## src/rtl/tinyml_crop_scheduler.sv

```systemverilog
// Crop-window scheduler: holds up to N_WIN crop windows, picks enabled slots
// round-robin once per frame and frames the crop datapath between SOF and the
// window's last pixel (EOF), then waits for the downstream acknowledge.
module tinyml_crop_scheduler #(
  parameter int unsigned N_WIN = 4
) (
  input  logic        in_pclk,
  input  logic        in_arstn,
  input  logic        in_enable,
  input  logic        cfg_we,
  input  logic [1:0]  cfg_idx,
  input  logic        cfg_en,
  input  logic [10:0] cfg_x_start,
  input  logic [10:0] cfg_x_win,
  input  logic [10:0] cfg_y_start,
  input  logic [10:0] cfg_y_win,
  input  logic [10:0] in_x,
  input  logic [10:0] in_y,
  input  logic        in_valid,
  input  logic        in_ack,
  output logic [10:0] out_x_start,
  output logic [10:0] out_x_win,
  output logic [10:0] out_y_start,
  output logic [10:0] out_y_win,
  output logic [1:0]  out_win_idx,
  output logic        out_crop_en,
  output logic        out_done,
  output logic        out_busy,
  output logic        out_cfg_err
);

  typedef enum logic [2:0] {StIdle, StArm, StWaitSof, StActive, StWaitAck} state_e;

  state_e state_q, state_d;

  logic [N_WIN-1:0] slot_en;
  logic [10:0]      slot_xs [N_WIN];
  logic [10:0]      slot_xw [N_WIN];
  logic [10:0]      slot_ys [N_WIN];
  logic [10:0]      slot_yw [N_WIN];

  logic [1:0]  last_idx_q;
  logic [10:0] x_start_q, x_win_q, y_start_q, y_win_q;
  logic [1:0]  win_idx_q;
  logic        crop_en_q, done_q, busy_q, cfg_err_q;

  logic [11:0] x_sum, y_sum, x_end, y_end;
  logic        cfg_ok, sof, eof, found, load;
  logic [1:0]  sel, cand;

  // Config write validation; sums are 12 bits so they cannot wrap.
  always_comb begin
    x_sum  = {1'b0, cfg_x_start} + {1'b0, cfg_x_win};
    y_sum  = {1'b0, cfg_y_start} + {1'b0, cfg_y_win};
    cfg_ok = (32'(cfg_idx) < N_WIN) && (cfg_x_win != 11'd0) && (cfg_y_win != 11'd0) &&
             (x_sum <= 12'd2048) && (y_sum <= 12'd2048);
  end

  // Slot table; only accepted writes land.
  always_ff @(posedge in_pclk or negedge in_arstn) begin
    if (!in_arstn) begin
      slot_en <= '0;
      for (int i = 0; i < int'(N_WIN); i++) begin
        slot_xs[i] <= '0;
        slot_xw[i] <= '0;
        slot_ys[i] <= '0;
        slot_yw[i] <= '0;
      end
    end else if (cfg_we && cfg_ok) begin
      for (int i = 0; i < int'(N_WIN); i++) begin
        if (cfg_idx == 2'(i)) begin
          slot_en[i] <= cfg_en;
          slot_xs[i] <= cfg_x_start;
          slot_xw[i] <= cfg_x_win;
          slot_ys[i] <= cfg_y_start;
          slot_yw[i] <= cfg_y_win;
        end
      end
    end
  end

  // Round-robin pick starting after last_idx; last_idx itself is tried last.
  always_comb begin
    found = 1'b0;
    sel   = last_idx_q;
    cand  = '0;
    for (int k = 1; k <= int'(N_WIN); k++) begin
      cand = 2'((int'(last_idx_q) + k) % int'(N_WIN));
      if (!found && slot_en[cand]) begin
        found = 1'b1;
        sel   = cand;
      end
    end
  end

  // Frame markers; EOF is compared against the scheduled window at 12 bits.
  always_comb begin
    x_end = {1'b0, x_start_q} + {1'b0, x_win_q} - 12'd1;
    y_end = {1'b0, y_start_q} + {1'b0, y_win_q} - 12'd1;
    sof   = in_valid && (in_x == 11'd0) && (in_y == 11'd0);
    eof   = in_valid && ({1'b0, in_x} == x_end) && ({1'b0, in_y} == y_end);
  end

  // Next-state logic.
  always_comb begin
    state_d = state_q;
    load    = 1'b0;
    unique case (state_q)
      StIdle:    if (in_enable && (|slot_en)) state_d = StArm;
      StArm: begin
        if (!in_enable || !found) begin
          state_d = StIdle;
        end else begin
          state_d = StWaitSof;
          load    = 1'b1;
        end
      end
      StWaitSof: begin
        if (!in_enable) state_d = StIdle;
        else if (sof)   state_d = StActive;
      end
      // A new SOF before EOF means a short frame: abandon the window.
      StActive:  if (eof || sof) state_d = StWaitAck;
      StWaitAck: if (in_ack) state_d = in_enable ? StArm : StIdle;
      default:   state_d = StIdle;
    endcase
  end

  // State and registered outputs; geometry only changes when ARM loads it.
  always_ff @(posedge in_pclk or negedge in_arstn) begin
    if (!in_arstn) begin
      state_q    <= StIdle;
      last_idx_q <= 2'(N_WIN - 1);
      x_start_q  <= '0;
      x_win_q    <= '0;
      y_start_q  <= '0;
      y_win_q    <= '0;
      win_idx_q  <= '0;
      crop_en_q  <= 1'b0;
      done_q     <= 1'b0;
      busy_q     <= 1'b0;
      cfg_err_q  <= 1'b0;
    end else begin
      state_q   <= state_d;
      busy_q    <= (state_d != StIdle);
      crop_en_q <= (state_d == StActive);
      done_q    <= (state_q == StActive) && (state_d == StWaitAck);
      cfg_err_q <= cfg_we && !cfg_ok;
      if (load) begin
        x_start_q  <= slot_xs[sel];
        x_win_q    <= slot_xw[sel];
        y_start_q  <= slot_ys[sel];
        y_win_q    <= slot_yw[sel];
        win_idx_q  <= sel;
        last_idx_q <= sel;
      end
    end
  end

  assign out_x_start = x_start_q;
  assign out_x_win   = x_win_q;
  assign out_y_start = y_start_q;
  assign out_y_win   = y_win_q;
  assign out_win_idx = win_idx_q;
  assign out_crop_en = crop_en_q;
  assign out_done    = done_q;
  assign out_busy    = busy_q;
  assign out_cfg_err = cfg_err_q;

endmodule

```

## config.mk

```make
export PLATFORM = sky130hd
export DESIGN_NAME = tinyml_crop_scheduler
export DESIGN_NICKNAME = d
export VERILOG_FILES = /design/src/rtl/tinyml_crop_scheduler.sv
export SDC_FILE = /design/constraint.sdc
export NUM_CORES = 1
export LEC_CHECK = 0
export ABC_CLOCK_PERIOD_IN_PS = 6600
export BUFFER_PORTS_ARGS = -buffer_cell sky130_fd_sc_hd__buf_2
export CAP_MARGIN = 25
export CORE_ASPECT_RATIO = 1.1
export CORE_UTILIZATION = 63
export CTS_CLUSTER_SIZE = 10
export DETAILED_ROUTE_END_ITERATION = 10
export PLACE_DENSITY = 0.84
export SLEW_MARGIN = 40
export SYNTH_ARGS = -nofsm -noshare
export SYNTH_HDL_FRONTEND = slang
export SYNTH_SLANG_ARGS = --single-unit
```

## constraint.sdc

```tcl
create_clock -name in_pclk -period 6.6 [get_ports in_pclk]
set_input_delay 1.32 -clock in_pclk [delete_from_list [all_inputs] [get_ports in_pclk]]
set_output_delay 1.32 -clock in_pclk [all_outputs]
set_load 0.02 [all_outputs]
```

**Word level (Yosys, flattened, before mapping)**

Cells that the tools add are included.

- Logic and storage cells: 132
- Output and inout port bits: 50
- Register bits after elaboration: 235
- Bits of input ports: 75

- Reduce and logical (&&, ||, !) cells: 34
- Bitwise operators: 1
- Equality and inequality tests: 11
- Muxes and demuxes: 38
- Magnitude comparators: 7
- Add/sub/neg operators: 10

Operators with widths:

| kind | count |
|---|---|
| binary-select mux 11 bit (select 2 bit) | 4 |
| 2-to-1 mux 11 bit | 8 |
| adder 11 x 11 -> 12 bit | 4 |
| == test 11 x 12 -> 1 bit | 2 |
| <= comparator 12 bit (second input constant) | 2 |
| subtractor 12 x 1 -> 12 bit (second input constant) | 2 |
| logical NOT 11 bit | 2 |
| nonzero test 11 bit | 2 |
| 2-to-1 mux 3 bit | 5 |
| case mux 3 bit (5 select lines) | 1 |
| logical AND 1 bit | 14 |
| < comparator 2 x 3 -> 1 bit (second input constant) | 4 |
| 2-to-1 mux 1 bit | 11 |
| 2-to-1 mux 2 bit | 5 |
| == test 3 x 2 -> 1 bit (second input constant) | 3 |
| binary-select mux 1 bit (select 2 bit) | 4 |
| AND reduction 2 bit | 4 |
| == test 3 bit (second input constant) | 2 |
| logical NOT 1 bit | 6 |
| adder 2 x 1 -> 2 bit (second input constant) | 2 |
| adder 2 bit (second input constant) | 2 |
| == test 2 bit (second input constant) | 2 |
| OR reduction 4 bit | 1 |
| == test 3 x 1 -> 1 bit (second input constant) | 1 |
| other kinds (7) | 8 |

**Longest topological paths before layout**

Gate-level depths: netlist of the first run.

- Word-level depth: 19
- Gate-level depth with buffers: 13

**Least setup slack after synthesis of the first run**

Ideal clock, no wire load.

- Path kind: input-to-reg
- Start: input port cfg_y_start[0]
- End: register slot_xs[33] (netlist bit)
- Stages: 13
- Slack: 2.120 ns
- Required time: 6.475 ns
- Setup time: 0.125 ns
- Arrival: 4.355 ns
- Cell sequence: ha_1 > inv_1 > fa_1 > nand2b_1 > a2111oi_4 > o221ai_2 > a2111o_1 > nor4_2 > a21oi_2 > or4_1 > buf_6 > buf_12 > mux2_4

- Longest elaborated chain between the ends: 5

Ends and longest elaborated chain:

| element | line | RTL |
|---|---|---|
| start, declared | 15 | `input logic [10:0] cfg_y_start,` |
| adder 11 x 11 -> 12 bit | 54 | `y_sum = {1'b0, cfg_y_start} + {1'b0, cfg_y_win};` |
| <= comparator 12 bit | 56 | `(x_sum <= 12'd2048) && (y_sum <= 12'd2048);` |
| logical AND 1 bit | 56 |  |
| logical AND 1 bit | 69 | `end else if (cfg_we && cfg_ok) begin` |
| AND reduction 2 bit (no line) | - |  |
| end signal, assigned by index | 73 | `slot_xs[i] <= cfg_x_start;` |
| end, declared | 37 | `logic [10:0] slot_xs [N_WIN];` |

Every way passes these cells.
A chain may end at the register's enable or synchronous reset.

**Worst setup path in the final report of the first run**

- Start: input port cfg_y_win[0]
- End: register slot_ys[38] (netlist bit)

- Longest elaborated chain between the ends: 6
- Elaborated cells on any way between the ends: 8
- Classes of those cells: add/sub (1); order compare (1); reduce/logical (6)

Ends and longest elaborated chain:

| element | line | RTL |
|---|---|---|
| start, declared | 16 | `input logic [10:0] cfg_y_win,` |
| branches (longest 3 deep; another with adder 11 x 11 -> 12 bit) | - |  |
| logical AND 1 bit (*) | 56 |  |
| logical AND 1 bit (*) | 69 |  |
| AND reduction 2 bit (no line) (*) | - |  |
| end signal, assigned by index | 75 | `slot_ys[i] <= cfg_y_start;` |
| end, declared | 39 | `logic [10:0] slot_ys [N_WIN];` |

Every way passes the cells marked *.

==> out/results.ini, run 1 <==
[logic_synthesis]
ys.flop_type=dfrtp_1
ys_seq_area_share_pct=44.0
synth_area_um2=13400
yosysMostFrequentCell=nand2_1
synth-seq-cells=235
async_reset_ff_share_pct=100
synthTopCellsByCount=283 x nand2_1, 233 x dfrtp_1, 140 x mux2_2
avgSynthCellArea_um2=9.96
synth_cell_types=69
synth_edf_count=0
yosysTopAreaCellShare_pct=43.6
syn_nets=1486
netlist_instances=1343
synthTopCellsByArea=dfrtp_1 44%, mux2_2 12%, nand2_1 7.9%
synth_area_leader_cell=dfrtp_1
yosys_warnings=0

[clocking]
clk_latency_ns=0.52
h-tree-depth=1
root_buffer=clkbuf_16
numCtsBuffers=27
cts_tree=yes
cts.sinks=235
clk_pin_slew_worst_paths_ns=0.06
cts_setup_buffers=0
postCtsResizedCells=0
cts_max_path_buffers=3
ctsHoldBuffers=0

[route]
via_count=10400
routed_wl_um=32200
antenna_left=0
drt_pass1_iterations=5
drcViolationCount=0
routed_via_density=5.93
drt_iter0_drc=771
wl_per_cell_um=18.5

[flow_run]
maxCapViolCount=0

[power]
p_sw_mw=1.55
peakVddDrop_mv=0.222
p_leak_nw=7.21
cellPowerDensity_nw_per_um2=314
clockPowerShare_pct=27.6
cell_internal_pwr_mw=3.16
combPwrFrac_pct=29.6
pwr-share-seq_pct=42.8
swShare_pct=32.9

[critical_path]
r2r_slack_ns=2.78
crit_path_start_kind=input port
rr_endpoint=out_crop_en
critPathCaptureType=register
ff2ff_path_depth=13
worstPathArrival_ns=5.34
worstSetupPathType=in -> reg
crit_fanout=36
crit_required_ns=7.01
r2r-start=out_y_start[1]

[sta]
fin_ws_ns=1.66
slew_headroom_pct=49.5
period_needed_ns=4.94
post-route-period-util_pct=74.8
fmax_ghz=0.203
slew_viol_final=0
final_hold_viol_count=0
setup_viol_count_final=0
worst_pin_slew_ns=0.757
final.setup_skew_ns=0.0102
rsz0062_at_grt=false
tns_ns=0

[global_route]
met3_usage_pct=4.80
grt_pass1_vias=10200
grt.busiest_layer=met2
met1_usage_pct=40.4
grt_pass1_wl_um=52100
use_met2_pct=51.1
grtUsageTotal_pct=30.2
antenna_found_initial=2
gr-total-overflow=0
grt_max_degree=97

[layout]
final_util_pct=72.4
syn_to_final_growth_pct=12.1
drive_gt1_share_pct=25.5
nNetsFinal=1593

[floorplanning]
core_area_um2=20700
die_area_um2=21800
initial_core_util_pct=64.6
die_w_um=141
die_h_um=155
num_rows=55
io_pins=125

[run_status]
outcome=complete, no violations

[placed_design]
gp_congestion=0.930
place_hpwl_um=22200
place_ws_ns=1.18
io_buffer_count=124

[min_path]
hold_path.class=reg -> reg
whs_path_depth=2
hp-start=out_x_start[5]
min_to=out_x_start[5]

[registers in the layout (all words and copies together), names as in the netlist, 4 cells and up]
name         flops
slot_ys         44
out_y_win       11
slot_xs         44
out_x_win       11
out_y_start     11
slot_xw         44
out_x_start     11
slot_en          4
slot_yw         44
[routing by layer]
metal	share of wire (%)	wire [um]
met2	48	15500
met5	0.037	12
met3	6.7	2140
met4	1.9	619
met1	43	14000
[power by group through the flow]
stage / clock [mW] / combinational, mW / sequential [mW]
5_1_grt: 1.38 / 1.53 / 2.05
4_1_cts: 1.32 / 1.37 / 2.01
3_3_place_gp: 0 / 1.29 / 1.99
6_report: 1.30 / 1.39 / 2.02
2_1_floorplan: 0 / 0.970 / 1.95
3_5_place_dp: 0 / 1.35 / 2.02
[cell usage in the layout, fill, tap and decap left out, types with 7 or more instances in the layout]
master	instances
a21o_1	14
a21oi_1	25
buf_2	123
buf_4	10
clkbuf_1	10
clkbuf_16	27
dfrtp_1	233
ha_1	64
inv_1	107
mux2_2	140
mux2_4	40
mux2i_1	8
nand2_1	283
nand2b_1	10
nand3_1	50
nor2_1	19
nor3_1	9
nor4_1	12
o21ai_0	113
o21bai_1	7
or3_1	7
xnor2_1	23
xor2_1	11
[cell families after synthesis]
family,Yosys count,synth area share [%]
compound gates,219,10.5
xor+xnor,34,2.23
fa+ha+maj,68,6.59
buf+inv,168,5.39
flops,235,44.0
mux,188,16.9
simple gates,431,14.4
[layout make-up]
class | instances | area, um2
inverter | 108 | 405
tap | 285 | 357
clock inverter | 1 | 8.76
multi-input combinational | 940 | 6810
clock buffer | 39 | 741
fill | 1451 | 5730
timing repair buffer | 138 | 779
sequential | 235 | 5880
antenna | 1 | 2.50
[how the worst max path moves through the flow]
stage | from | end | cells after the start
4_1_cts | cfg_y_win[0] | slot_ys[38] | 13
6_report | cfg_y_win[0] | slot_ys[38] | 13
5_1_grt | cfg_y_win[0] | slot_ys[38] | 13
3_3_place_gp | cfg_y_win[0] | slot_ys[35] | 13
3_5_place_dp | cfg_y_win[0] | slot_yw[33] | 13
2_1_floorplan | cfg_y_start[0] | slot_xs[33] | 13
[stage by stage]
| step | cell area, um2 | total power [mW] | hold slack (ns) | cells |
|---|---|---|---|---|
| finish | 15000 | 4.71 | 0.496 | 1747 |
| global route | 15000 | 4.96 | 0.513 | 1747 |
| CTS | 15000 | 4.70 | 0.500 | 1746 |
| detailed placement | 14200 | 3.37 | 0.488 | 1706 |
| global placement | 14200 | 3.28 | 0.457 | 1704 |
| floorplan | 13400 | 2.93 | 0.479 | 1343 |
[critical path: stages]
cell and delay [ns]:
buf_2 0.15, ha_1 0.23, inv_1 0.07, fa_1 0.48, nand2b_1 0.09, a2111oi_4 0.34
o221ai_2 0.13, a2111o_1 0.40, nor4_2 0.19, a21oi_2 0.18, or4_2 0.89, buf_4 0.44
mux2_4 0.40
Note: power is estimated with default switching activity, not from simulation.
==> run 2, diff against run 1 <==
--- a/config.mk
+++ b/config.mk
@@ -5,14 +5,15 @@
 export SDC_FILE = /design/constraint.sdc
 export NUM_CORES = 1
 export LEC_CHECK = 0
-export ABC_CLOCK_PERIOD_IN_PS = 6600
+export ABC_AREA = 1
+export ABC_CLOCK_PERIOD_IN_PS = 5050
 export BUFFER_PORTS_ARGS = -buffer_cell sky130_fd_sc_hd__buf_2
 export CAP_MARGIN = 25
 export CORE_ASPECT_RATIO = 1.1
-export CORE_UTILIZATION = 63
+export CORE_UTILIZATION = 61
 export CTS_CLUSTER_SIZE = 10
 export DETAILED_ROUTE_END_ITERATION = 10
-export PLACE_DENSITY = 0.84
+export PLACE_DENSITY = 0.81
 export SLEW_MARGIN = 40
 export SYNTH_ARGS = -nofsm -noshare
 export SYNTH_HDL_FRONTEND = slang
==> constraint.sdc (replaced) <==
create_clock -name in_pclk -period 5.05 [get_ports in_pclk]
set_input_delay 1.01 -clock in_pclk [delete_from_list [all_inputs] [get_ports in_pclk]]
set_output_delay 1.01 -clock in_pclk [all_outputs]
set_load 0.02 [all_outputs]
==> run 2 against run 1 <==
Hold slack got worse by 0.17 ns. Final area increased by 6.6%. Non-clock buffer count increased by 7. Final cell count increased by 36%. Setup slack got worse by 0.28 ns. Register-to-register slack got worse by 1.1 ns. Critical endpoint is now slot_xs[2]. Largest power group is now combinational cells. Highest routed layer is now met4.
==> out/results.ini, run 2 <==
[run_status]
outcome=complete, no violations

[power]
total_power_mw=11.2
peakVddDrop_mv=0.409
p_leak_nw=8.68
cellPowerDensity_nw_per_um2=703

[global_route]
gr-total-overflow=0
grt_pass1_vias=12900
grt_max_degree=105
antenna_found_initial=0
grt_pass1_wl_um=66100
grtUsageTotal_pct=34.3

[clocking]
postCtsResizedCells=0
numCtsBuffers=27
h-tree-depth=1
cts_setup_buffers=0
cts_tree=yes
cts.sinks=235
clk_latency_ns=0.54
clk_pin_slew_worst_paths_ns=0.06
root_buffer=clkbuf_16
ctsHoldBuffers=0
cts_max_path_buffers=3

[sta]
slew_headroom_pct=48.3
slew_viol_final=0
rsz0062_at_grt=false
fin_ws_ns=1.38
worst_pin_slew_ns=0.775
final_hold_viol_count=0
fmax_ghz=0.273
period_needed_ns=3.67
tns_ns=0
setup_viol_count_final=0
final.setup_skew_ns=0.0134
post-route-period-util_pct=72.6

[layout]
final_cell_mix=635 x nand2_1, 246 x inv_1, 233 x dfrtp_1
diodes=0
syn_to_final_growth_pct=9.76
nNetsFinal=2204
drive_gt1_share_pct=9.80
final_common_cell=nand2_1
fin_cells=2372

[route]
routed_via_density=5.96
drt_iter0_drc=1252
drcViolationCount=0
antenna_left=0
routed_wl_um=41700
via_count=14100
drt_pass1_iterations=5
wl_per_cell_um=17.6

[placed_design]
gp_congestion=0.928
place_ws_ns=0.928
dp.cells=2331
place_hpwl_um=26600
io_buffer_count=124

[critical_path]
rr_endpoint=out_x_start[1]
critPathCaptureType=register
worstPathArrival_ns=4.12
ff2ff_path_depth=13
startpoint=cfg_y_start[0]
crit_fanout=50
critPathCapture=slot_xs[2]
crit_required_ns=5.51
r2r_slack_ns=1.67
worstSetupPathType=in -> reg
r2r-start=last_idx_q[0]
crit_path_start_kind=input port

[logic_synthesis]
yosysTopAreaCellShare_pct=40.1
synthTopCellsByArea=dfrtp_1 40%, nand2_1 16%, nand4_1 8.5%
synth-seq-cells=235
syn_nets=2141
avgSynthCellArea_um2=7.28
async_reset_ff_share_pct=100
yosysMostFrequentCell=nand2_1
synth_cell_types=39
ys_seq_area_share_pct=40.4
synth_area_leader_cell=dfrtp_1
netlist_instances=1998
synthTopCellsByCount=636 x nand2_1, 247 x inv_1, 233 x dfrtp_1
synth_edf_count=0
yosys_warnings=0
ys.flop_type=dfrtp_1
synth_area_um2=14600

[flow_run]
maxCapViolCount=0

[floorplanning]
core_area_um2=23100
num_rows=58
io_pins=125
die_area_um2=24500
die_h_um=164
die_w_um=149
initial_core_util_pct=62.9

[min_path]
hold_path.class=in -> async

## run 2: changes by cell type after synthesis, moves of 43 or more
cell | previous run | this run
nor2_1 | 19 | 197
nand4_1 | 3 | 197
mux2_2 | 140 | 0
a31oi_1 | 3 | 46
o21ai_0 | 113 | 60
inv_1 | 107 | 247
nand2_1 | 283 | 636
## run 2: report_power, final
| group | switching (mW) | internal (mW) | total [mW] |
|---|---|---|---|
| combinational | 4.26 | 2.19 | 6.45 |
| sequential | 0.525 | 2.55 | 3.08 |
| clock | 0.735 | 0.970 | 1.71 |
| total | 5.52 | 5.71 | 11.2 |
## run 2: layout make-up
type                       count  area, um2
clock buffer                  38        717
clock inverter                 2       13.8
sequential                   235       5880
fill                        1930       7170
multi-input combinational   1399       7140
inverter                     253        955
timing repair buffer         145        890
tap                          300        375
## run 2: cell families (layout without fill, tap and decap cells)
kind of cell             after synthesis  after routing  synth area share, %
AO/OA/AOI/OAI                        187            187                 7.91
XOR/XNOR                              18             18                 1.08
adder cells (fa/ha/maj)               68             68                 6.05
buffers and inverters                364            438                 10.7
flip-flops                           235            235                 40.4
AND/OR/NAND/NOR                     1126           1126                 33.8
## run 2: metrics by stage
step | area (um2) | util, % | hold WS [ns]
finish | 16000 | 69.0 | 0.329
global route | 16000 | 69.0 | 0.344
CTS | 15900 | 68.9 | 0.467
detailed placement | 15200 | 65.7 | 0.453
global placement | 15200 | 65.7 | 0.448
floorplan | 14600 | - | 0.437
## run 2: layer usage
metal	vias up	GRT usage, %	share of wire (%)
li1	6672	-	-
met1	6689	46.5	41
met2	664	54.7	46
met3	108	5.42	9.2
met4	0	14.3	3.4
met5	-	0	0
## run 2: worst min path at each step
stage	startpoint	to	slack [ns]	depth (start not counted)
2_1_floorplan	slot_xs[33]	slot_xs[33]	0.44	2
3_3_place_gp	slot_yw[42]	slot_yw[42]	0.45	2
3_5_place_dp	slot_xw[36]	slot_xw[36]	0.45	2
4_1_cts	slot_xw[36]	slot_xw[36]	0.47	2
5_1_grt	in_arstn	slot_yw[8]	0.34	1
6_report	in_arstn	slot_yw[8]	0.33	1
## run 2: worst max-delay path: stages
cell and delay [ns]:
buf_2 0.15, ha_1 0.23, inv_1 0.09, fa_1 0.40, inv_1 0.10, nand3_1 0.07
nand3_1 0.14, nand2_1 0.11, nand2_1 0.08, nand2_1 0.05, nand2_1 0.05, nand3_1 0.09
nor2_1 0.13, nand2_1 0.10, nand2_1 0.07, nand2_1 0.11, nor2_4 0.55, buf_12 0.31
nand4_1 0.14, nand2_1 0.12
